<file path="src/rtl/aes_pkg.sv">
// ============================================================================
//  Module   : aes_pkg
//  Purpose  : Shared types and constants for the AES round controller.
//             Holds the controller state enumeration, the AddRoundKey
//             source encodings, the round counts of the three AES key sizes
//             and the round index width.
//  Revision : 1.0  initial release
// ============================================================================
`default_nettype none

package aes_pkg;

    // Round index width; 4 bits covers 0..14, the largest legal NR.
    localparam int unsigned ROUND_W = 4;

    // Number of rounds per key size.
    localparam int unsigned NR_AES128 = 10;
    localparam int unsigned NR_AES192 = 12;
    localparam int unsigned NR_AES256 = 14;

    // AddRoundKey input source select. Code 3 is never driven.
    localparam logic [1:0] ARK_SRC_PLAIN = 2'd0;  // initial whitening key
    localparam logic [1:0] ARK_SRC_MIX   = 2'd1;  // rounds 1..NR-1
    localparam logic [1:0] ARK_SRC_SHIFT = 2'd2;  // final round skips MixColumns

    typedef enum logic [2:0] {
        ST_IDLE  = 3'd0,
        ST_SUB   = 3'd1,
        ST_SHIFT = 3'd2,
        ST_MIX   = 3'd3,
        ST_ARK   = 3'd4,
        ST_DONE  = 3'd5
    } state_e;

endpackage : aes_pkg

`default_nettype wire

</file>
<file path="src/rtl/aes_round_ctrl.sv">
// ============================================================================
//  Module   : aes_round_ctrl
//  Purpose  : Sequences one AES block encryption through the SubBytes,
//             ShiftRows, MixColumns and AddRoundKey stage registers. Emits
//             one-cycle stage enables, the round index for the key schedule
//             and the AddRoundKey source select. Stalls in AddRoundKey while
//             the key schedule is not ready; supports synchronous abort.
//  Ports    : i_clock        system clock (rising edge)
//             i_reset_n      asynchronous active-low reset
//             i_start        start encryption of the presented block
//             i_abort        synchronous abort of the running operation
//             i_key_ready    round key for o_round is valid this cycle
//             o_busy         operation in progress (not IDLE / DONE)
//             o_done         one-cycle pulse, ciphertext valid
//             o_round        current round index 0..NR
//             o_sub_active   SubBytes enable
//             o_shift_active ShiftRows enable
//             o_mix_active   MixColumns enable
//             o_ark_active   AddRoundKey enable
//             o_ark_src      AddRoundKey source (plain / mix / shift)
//  Revision : 1.0  initial release
// ============================================================================
`default_nettype none

module aes_round_ctrl
    import aes_pkg::*;
#(
    parameter int unsigned NR = NR_AES128   // 10, 12 or 14
) (
    input  logic               i_clock,
    input  logic               i_reset_n,
    input  logic               i_start,
    input  logic               i_abort,
    input  logic               i_key_ready,
    output logic               o_busy,
    output logic               o_done,
    output logic [ROUND_W-1:0] o_round,
    output logic               o_sub_active,
    output logic               o_shift_active,
    output logic               o_mix_active,
    output logic               o_ark_active,
    output logic [1:0]         o_ark_src
);

    localparam logic [ROUND_W-1:0] LAST_ROUND = ROUND_W'(NR);

    state_e             state_q, state_d;
    logic [ROUND_W-1:0] round_q, round_d;

    // ------------------------------------------------------------------
    // State and round registers
    // ------------------------------------------------------------------
    always_ff @(posedge i_clock or negedge i_reset_n) begin
        if (!i_reset_n) begin
            state_q <= ST_IDLE;
            round_q <= '0;
        end else begin
            state_q <= state_d;
            round_q <= round_d;
        end
    end

    // ------------------------------------------------------------------
    // Next-state and round counter
    // ------------------------------------------------------------------
    always_comb begin
        state_d = state_q;
        round_d = round_q;

        // Abort wins over start, stall and the DONE restart alike.
        if (i_abort && (state_q != ST_IDLE)) begin
            state_d = ST_IDLE;
            round_d = '0;
        end else begin
            case (state_q)
                ST_IDLE: begin
                    if (i_start) begin
                        state_d = ST_ARK;
                        round_d = '0;
                    end
                end
                ST_ARK: begin
                    // Without a valid key, hold state and round.
                    if (i_key_ready) begin
                        if (round_q == LAST_ROUND) begin
                            state_d = ST_DONE;
                        end else begin
                            state_d = ST_SUB;
                            round_d = round_q + ROUND_W'(1);
                        end
                    end
                end
                ST_SUB: begin
                    state_d = ST_SHIFT;
                end
                ST_SHIFT: begin
                    // The last round has no MixColumns.
                    state_d = (round_q == LAST_ROUND) ? ST_ARK : ST_MIX;
                end
                ST_MIX: begin
                    state_d = ST_ARK;
                end
                ST_DONE: begin
                    // Round stays at NR for the DONE cycle only.
                    state_d = i_start ? ST_ARK : ST_IDLE;
                    round_d = '0;
                end
                default: begin
                    state_d = ST_IDLE;
                    round_d = '0;
                end
            endcase
        end
    end

    // ------------------------------------------------------------------
    // Moore output decode (o_ark_active additionally gated by key ready)
    // ------------------------------------------------------------------
    always_comb begin
        o_busy         = 1'b0;
        o_done         = 1'b0;
        o_sub_active   = 1'b0;
        o_shift_active = 1'b0;
        o_mix_active   = 1'b0;
        o_ark_active   = 1'b0;
        o_ark_src      = ARK_SRC_PLAIN;

        case (state_q)
            ST_SUB: begin
                o_busy       = 1'b1;
                o_sub_active = 1'b1;
            end
            ST_SHIFT: begin
                o_busy         = 1'b1;
                o_shift_active = 1'b1;
            end
            ST_MIX: begin
                o_busy       = 1'b1;
                o_mix_active = 1'b1;
            end
            ST_ARK: begin
                o_busy       = 1'b1;
                o_ark_active = i_key_ready;
                if (round_q == '0) begin
                    o_ark_src = ARK_SRC_PLAIN;
                end else if (round_q == LAST_ROUND) begin
                    o_ark_src = ARK_SRC_SHIFT;
                end else begin
                    o_ark_src = ARK_SRC_MIX;
                end
            end
            ST_DONE: begin
                o_done = 1'b1;
            end
            default: begin
                o_busy = 1'b0;
            end
        endcase
    end

    assign o_round = round_q;

endmodule : aes_round_ctrl

`default_nettype wire

</file>
<file path="config.mk">
export PLATFORM = sky130hd
export DESIGN_NAME = aes_round_ctrl
export DESIGN_NICKNAME = d
export VERILOG_FILES = /design/src/rtl/aes_pkg.sv /design/src/rtl/aes_round_ctrl.sv
export SDC_FILE = /design/constraint.sdc
export NUM_CORES = 1
export LEC_CHECK = 0
export CORE_AREA = 2 2 54 56
export CTS_CLUSTER_DIAMETER = 150
export CTS_CLUSTER_SIZE = 25
export DETAILED_ROUTE_END_ITERATION = 16
export DIE_AREA = 0 0 56 58
export PLACE_DENSITY_LB_ADDON = 0.05
export SYNTH_ARGS = -nofsm -noshare
export SYNTH_HDL_FRONTEND = slang
export SYNTH_SLANG_ARGS = --single-unit
</file>
<file path="constraint.sdc">
create_clock -name i_clock -period 2.26 [get_ports i_clock]
set_input_delay 0.452 -clock i_clock [delete_from_list [all_inputs] [get_ports i_clock]]
set_output_delay 0.452 -clock i_clock [all_outputs]
set_load 0.01 [all_outputs]
</file>
; Word-level counts from Yosys, hierarchy flattened
; Cells that the tools add are included.
[word_totals]
ff_bits = 7
output_inout_bits = 12
[op_classes]
add_sub_neg = 1
eq_ne = 10
muxes = 21
reduce_logical = 8
[ops]
columns = cell, n
row1 = two-way mux 3 bit, 6
row2 = one-hot mux 3 bit (6 select lines), 1
row3 = two-way mux 4 bit, 4
row4 = one-hot mux 4 bit (3 select lines), 1
row5 = inequality test 3 bit (second input constant), 3
row6 = == test 3 x 2 -> 1 bit (second input constant), 2
row7 = == test 3 bit (second input constant), 2
row8 = two-way mux 1 bit, 6
row9 = two-way mux 2 bit, 3
row10 = adder 4 x 1 -> 4 bit (second input constant), 1
row11 = == test 4 bit (second input constant), 1
row12 = zero test 4 bit, 1
row13 = AND reduction 4 bit, 1
row14 = OR reduction 4 bit, 1
row15 = == test 3 x 1 -> 1 bit (second input constant), 1
row16 = zero test 3 bit, 1
row17 = nonzero test 3 bit, 1
row18 = OR reduction 3 bit, 1
row19 = inequality test 2 x 1 -> 1 bit (second input constant), 1
row20 = AND reduction 2 bit, 1
row21 = logical AND 1 bit, 1

; Logic depth before layout (Yosys ltp)
; Gate-level depths: netlist of the first run.
[logic_depth]
word_depth = 5
ltp_mapped = 5
depth_no_buf = 5

; Least setup slack after synthesis of the first run
; Ideal clock, no wire load.
[synth_timing]
path_kind = register to output
from = reg round_q[0] (netlist: o_round[0])
to = out o_ark_src[0]
t_arrival_ns = 1.207
required_ns = 1.808
setup_slack_ns = 0.601
path_stages_with_launch = 5
path_buffers = 0
path_cell_list = dfrtp_1 > inv_1 > ha_1 > mux2_2 > a21oi_1
[synth_between]
elab_chain_cells = 4
[synth_lines]
columns = item, line
row1 = "start, declared", aes_round_ctrl.sv:48  ; logic [ROUND_W-1:0] round_q, round_d;
row2 = "start signal, assigned", aes_round_ctrl.sv:59  ; round_q <= round_d;
row3 = == test 4 bit, aes_round_ctrl.sv:146  ; end else if (round_q == LAST_ROUND) begin
row4 = two-way mux 2 bit, aes_round_ctrl.sv:146
row5 = two-way mux 2 bit (*), aes_round_ctrl.sv:144  ; if (round_q == '0) begin
row6 = two-way mux 2 bit (*), aes_round_ctrl.sv:128  ; case (state_q)
row7 = "end, declared", aes_round_ctrl.sv:42  ; output logic [1:0] o_ark_src
; Mark *: on every way between the ends. The rest lies on a longest branch, timed or not.

; Worst setup path after layout of the first run
[layout_timing]
from = reg state_q[0]
to = out o_shift_active
[layout_between]
elab_chain_cells = 2
[layout_lines]
columns = item, line
row1 = "start, declared", aes_round_ctrl.sv:47  ; state_e state_q, state_d;
row2 = "start signal, assigned", aes_round_ctrl.sv:58  ; state_q <= state_d;
row3 = == test 3 x 2 -> 1 bit, aes_round_ctrl.sv:128
row4 = two-way mux 1 bit, aes_round_ctrl.sv:128
row5 = "end, declared", aes_round_ctrl.sv:39  ; output logic o_shift_active,
; No other way between the ends.

==> flow_summary.yaml, run 1 <==
status:
  status: "completed"
clocking:
  cts_inserted_buffers: 3
  root_buffer: "clkbuf_4"
  clock-sinks: 7
  ctsLongestPathBuffers: 2
  clk_pin_slew_ns: 0.07
  htreeDepth: 1
  cts_tree: "yes"
  insertion_delay_ns: 0.26
place:
  hpwl_mm: 1.28
  io_buffers: 16
  dp_slack_ns: 0.190
  gp_congestion: 0.784
synth:
  yosysTopAreaCell: "dfrtp_1"
  syn-cell-area_um2: 646
  yosys_warnings: 0
  synth_flop_cell: "dfrtp_1"
  ys_types: 38
  synth_most_common_cell: "dfrtp_1"
  syn_nets: 77
  ys_seq_elements: 7
  async_flop_share_pct: 100
  synth_top_area_share_pct: 27.1
  avgSynthCellArea_um2: 9.36
  ys_seq_area_share_pct: 27.1
  ys_top_cells_by_count: "dfrtp_1 (7), inv_1 (5), nor2_1 (5), o211ai_1 (4)"
  synthTopCellsByArea: "dfrtp_1 (27%), ha_1 (5.8%), o211ai_1 (4.7%)"
  synth_edf_count: 0
  syn_inst: 69
critical_path:
  slowest_delay_ns: 0.58
  startpoint_type: "flip-flop"
  cp.depth: 3
  setup.worst_path.end: "o_shift_active"
  r2r_start: "state_q[0]$_DFFE_PN0P_"
  cp-end-kind: "output pin"
  cp-startpoint: "state_q[0]$_DFFE_PN0P_"
  critPathMaxFanout: 10
  path_class: "flip-flop to output pin"
  worst_ep_required_time_ns: 1.81
  crit_buf_inv: 2
  r2r_setup_slack_ns: 0.71
  cp_data_arrival_time_ns: 1.71
  crit_family: "buffers and inverters"
  cp_cell_sequence: "buf_4 -> nor3b_1 -> clkdlybuf4s50_1"
  rr_worst_depth: 4
  cp_slowest_cell: "clkdlybuf4s50_1"
  reg2reg_to: "state_q[0]$_DFFE_PN0P_"
grt:
  grt_max_degree: 20
  grt_usage_pct: 11.9
  grt_pass1_wl_mm: 3.04
  antenna_found_initial: 0
  grt_pass1_vias: 630
  grt_overflow: 0
power_and_ir_drop:
  leakage_nw: 0.387
  power.density_nw_per_um2: 1030
  peakVddDrop_mv: 0.425
  p_total_mw: 0.935
routing:
  met2_length_um: 813
  drtIter0Drc: 17
  highest_layer: "met3"
  wl_met1_um: 870
  avgRoutedWirePerCell_um: 14.1
  ant_nets: 0
  wl_met3_um: 53
  via_per_inst: 4.93
  dr.pass1.iters: 4
  wirelength_mm: 1.74
  drc: 0
  num_vias: 607
run:
  drv_cap: 0
floorplan:
  start_util_pct: 24.2
  rows: 19
  core-area_um2: 2660
  dieArea_um2: 3250
  die_w_um: 56
  die_h_um: 58
  pin_count: 17
finish:
  fillCellCount: 296
  n_antenna_cell: 0
  area_growth_pct: 40.1
  drive_above_1_share_pct: 22.8
  fin_util_pct: 34.0
  nNetsFinal: 101
sta:
  period_share_pct: 95.7
  fmax_mhz: 463
  setup_ws_ns: 0.0982
  rsz0062_at_grt: "false"
  worst_pin_slew_ns: 0.445
  layout_min_cycle_time_ns: 2.16
  holdWs_ns: 0.483
  setup_tns_ns: 0
  hold_viol_final: 0
  drv_slew: 0
  relSlewSlack_pct: 70.2
  setup_viol: 0
  skew_ns: 0.0152
hold_path:
  hp-class: "input port to asynchronous set/reset pin"
[worst min path at each step]
| stage | start | to | slack (ns) | cells past startpoint |
|---|---|---|---|---|
| after floorplan | i_reset_n | o_round[0]$_DFFE_PN0P_ | 0.16 | 0 |
| after detailed placement | o_round[0]$_DFFE_PN0P_ | o_round[0]$_DFFE_PN0P_ | 0.58 | 2 |
| after global routing | i_reset_n | o_round[2]$_DFFE_PN0P_ | 0.49 | 1 |
| final | i_reset_n | o_round[3]$_DFFE_PN0P_ | 0.48 | 1 |
| after CTS | i_reset_n | o_round[3]$_DFFE_PN0P_ | 0.48 | 1 |
| after global placement | o_round[0]$_DFFE_PN0P_ | o_round[0]$_DFFE_PN0P_ | 0.58 | 2 |
[cell families after synthesis]
family	synth area share (%)
simple gates	30.0
mux	3.29
flops	27.1
xor+xnor	1.36
buf+inv	7.95
fa+ha+maj	5.81
compound gates	24.4
[routing by layer]
metal	vias to the layer above	track usage, %
li1	307	-
met1	292	17.1
met2	8	18.0
met3	0	2.01
met4	0	4.08
met5	-	0
[registers in the layout, indices dropped and copies added (netlist names)]
| signal | count |
|---|---|
| state_q | 3 |
| o_round | 4 |
[layout make-up]
| class | count | area, um^2 | area share (%) |
|---|---|---|---|
| clock buffer | 4 | 26.3 | 2.90 |
| inverter | 5 | 18.8 | 2.07 |
| multi-input combinational | 52 | 422 | 46.6 |
| sequential | 7 | 178 | 19.6 |
| tap | 31 | 38.8 | 4.29 |
| timing repair buffer | 24 | 221 | 24.5 |
[cell usage in the layout (no fill, tap or decap), types with 2 or more instances in the layout]
master,netlist,routed
and3_1,2,2
and3b_1,3,3
clkdlybuf4s50_1,0,14
a21oi_1,3,3
nor2_1,5,4
a31oi_1,3,3
clkbuf_4,0,3
buf_4,1,8
nand4_1,2,2
inv_1,5,5
o211ai_1,4,4
nor3b_1,3,3
nand3b_1,2,2
dfrtp_1,7,5
dfrtp_2,0,2
ha_1,3,3
[report_power, final]
group,internal (mW),switching (mW)
sequential,0.161,0.0406
combinational,0.324,0.290
clock,0.0676,0.0515
[timing repair]
action,CTS,global route
cloned,0,0
hold buffers,0,0
setup endpoints to repair,1,5
setup buffers,1,0
gates resized for setup,1,4
[through the flow]
stage,area (um^2),std cells
after detailed placement,865,118
after global placement,865,118
after CTS,897,123
after floorplan,646,69
final,905,123
after global routing,905,123
Note: power is estimated with default switching activity, not from simulation.
==> run 2: changes to the inputs <==
ABC_AREA = 1   (was not set)
CORE_AREA = 2 2 51 53   (was 2 2 54 56)
DIE_AREA = 0 0 53 55   (was 0 0 56 58)
==> run 2 against run 1 <==
Net effect: critical path depth grew 3; first-iteration DRC count shrank 41%; clock-buffer cell count is the same; register-to-register slack gained 0.26 ns; combinational power shrank 18%; largest cell class unchanged.
==> flow_summary.yaml, run 2 <==
synth:
  synth_edf_count: 0
  avgSynthCellArea_um2: 6.55
  ys_seq_area_share_pct: 31.1
  yosys_warnings: 0
  syn-cell-area_um2: 563
  ys_top_cells_by_count: "nand2_1 (22), inv_1 (14), nor2_1 (13), nand3_1 (10), dfrtp_1 (7)"
  syn_nets: 94
  ys_seq_elements: 7
  ys_types: 17
  synth_flop_cell: "dfrtp_1"
  synth_most_common_cell: "nand2_1"
  synth_top_area_share_pct: 31.1
  synthTopCellsByArea: "dfrtp_1 (31%), nand2_1 (15%), inv_1 (9.3%)"
  async_flop_share_pct: 100
  yosysTopAreaCell: "dfrtp_1"
  syn_inst: 86
finish:
  nNetsFinal: 120
  drive_above_1_share_pct: 16.2
  multiInputGateArea_um2: 329
  seqCellArea_um2: 175
  fillCellCount: 276
  fin_util_pct: 35.2
  n_antenna_cell: 0
  final_cell_mix: "nand2_1 (22), inv_1 (14), nor2_1 (13), clkdlybuf4s50_1 (13), nand3_1 (10)"
  largest_reg_flops: 4
  layout_commonest_cell: "nand2_1"
  area_growth_pct: 48.0
power_and_ir_drop:
  p_int_mw: 0.436
  power.share.switching_pct: 45.9
  power_frac_clock_pct: 13.7
  power_switching_mw: 0.370
  peakVddDrop_mv: 0.338
  power.density_nw_per_um2: 968
  p_total_mw: 0.806
  power_frac_seq_pct: 24.2
  leakage_nw: 0.493
  pwr-share-comb_pct: 62.1
place:
  hpwl_mm: 1.21
  io_buffers: 16
  gp_congestion: 0.761
floorplan:
  dieArea_um2: 2920
  die_w_um: 53
  pin_count: 17
  rows: 18
  die_h_um: 55
  core-area_um2: 2360
  start_util_pct: 23.8
sta:
  period_share_pct: 92.7
  fmax_mhz: 477
  drv_slew: 0
  setup_tns_ns: 0
  skew_ns: 0.000409
  relSlewSlack_pct: 78.4
  worst_pin_slew_ns: 0.324
  holdWs_ns: 0.469
  layout_min_cycle_time_ns: 2.09
  rsz0062_at_grt: "false"
  setup_viol: 0
  hold_viol_final: 0
grt:
  grt_overflow: 0
  grt_max_degree: 8
  grt_usage_pct: 11.4
  antenna_found_initial: 0
  grt_pass1_vias: 543
  grt_pass1_wl_mm: 2.37
hold_path:
  hp-class: "input port to asynchronous set/reset pin"
critical_path:
  r2r_setup_slack_ns: 0.97
  rr_worst_depth: 9
  cp_data_arrival_time_ns: 1.64
  cp-end-kind: "output pin"
  reg2reg_to: "o_round[2]$_DFFE_PN0P_"
  startpoint_type: "flip-flop"
  worst_ep_required_time_ns: 1.81
  crit_buf_inv: 3
  cp_cell_sequence: "inv_2 -> nand2_2 -> nor2_4 -> inv_1 -> nand2_1 -> clkdlybuf4s50_1"
  path_class: "flip-flop to output pin"
  slowest_delay_ns: 0.52
  r2r_start: "o_round[0]$_DFFE_PN0P_"
  cp_slowest_cell: "clkdlybuf4s50_1"
  crit_family: "buffers and inverters"
  critPathMaxFanout: 5
clocking:
  cts_tree: "yes"
  ctsLongestPathBuffers: 2
  insertion_delay_ns: 0.24
  clk_pin_slew_ns: 0.05
  root_buffer: "clkbuf_4"
  htreeDepth: 1
  cts_hold_buf: 0
  clock-sinks: 7
  cts_inserted_buffers: 3
status:
  status: "completed"
routing:
  num_vias: 576
  via_per_inst: 4.09
  avgRoutedWirePerCell_um: 10.1
  dr.pass1.iters: 3
  drtIter0Drc: 10
  ant_nets: 0
  wirelength_mm: 1.42
  drc: 0
run:
  drv_cap: 0
## run 2: cells by family after synthesis
family / after synthesis / share of synthesized area [%]
simple gates: 55 / 45.8
xor+xnor: 1 / 1.56
buf+inv: 17 / 11.3
fa+ha+maj: 3 / 6.67
flops: 7 / 31.1
compound gates: 3 / 3.56
## run 2: power groups by stage
stage	Sequential, mW	Clock [mW]	Combinational, mW
CTS	0.196	0.117	0.515
detailed placement	0.199	0	0.515
finish	0.195	0.111	0.501
global route	0.200	0.122	0.573
floorplan	0.203	0	0.312
global placement	0.200	0	0.518
## run 2: area by class of cell
| type | count | share of cell area (%) |
|---|---|---|
| Tap cell | 30 | 4.50 |
| Sequential cell | 7 | 21.0 |
| Inverter | 17 | 7.66 |
| Clock buffer | 4 | 3.15 |
| Multi-Input combinational cell | 62 | 39.5 |
| Timing Repair Buffer | 21 | 24.2 |
## run 2: how the worst max path moves through the flow
stage / startpoint / end / cells after the start
6_report: state_q[1]$_DFFE_PN0P_ / o_busy / 6
2_1_floorplan: o_round[0]$_DFFE_PN0P_ / o_ark_src[0] / 5
3_5_place_dp: i_key_ready / o_ark_active / 4
3_3_place_gp: i_key_ready / o_ark_active / 4
4_1_cts: o_round[0]$_DFFE_PN0P_ / o_ark_src[1] / 7
5_1_grt: state_q[1]$_DFFE_PN0P_ / o_busy / 6
## run 2: metrics by stage
| step | setup WS, ns | cell area [um^2] | cells |
|---|---|---|---|
| CTS | 0.0214 | 816 | 140 |
| global route | 0.0611 | 833 | 141 |
| global placement | 0.229 | 791 | 136 |
| finish | 0.166 | 833 | 141 |
| detailed placement | 0.219 | 791 | 136 |
| floorplan | 0.603 | 563 | 86 |
## run 2: what timing repair did
action	in CTS	in global routing
endpoints found under the setup margin	1	2
buffers inserted	0	1
pin swaps	0	1
resized for setup	1	3
## run 2: worst register-to-register path: stages, from the launching register on
cell and delay (ns):
dfrtp_1 0.39, inv_1 0.08, ha_1 0.14, nand2_1 0.08
nor2_4 0.12, nand2_2 0.08, nand2_2 0.08, nand2_4 0.07
nand3_1 0.10, nand2_1 0.06
## run 2: routing by layer
layer	track usage [%]	vias up	wire, um
li1	-	313	-
met1	13.3	251	608
met2	21.7	12	740
met3	2.69	0	69
met4	1.28	0	0
met5	0	-	0
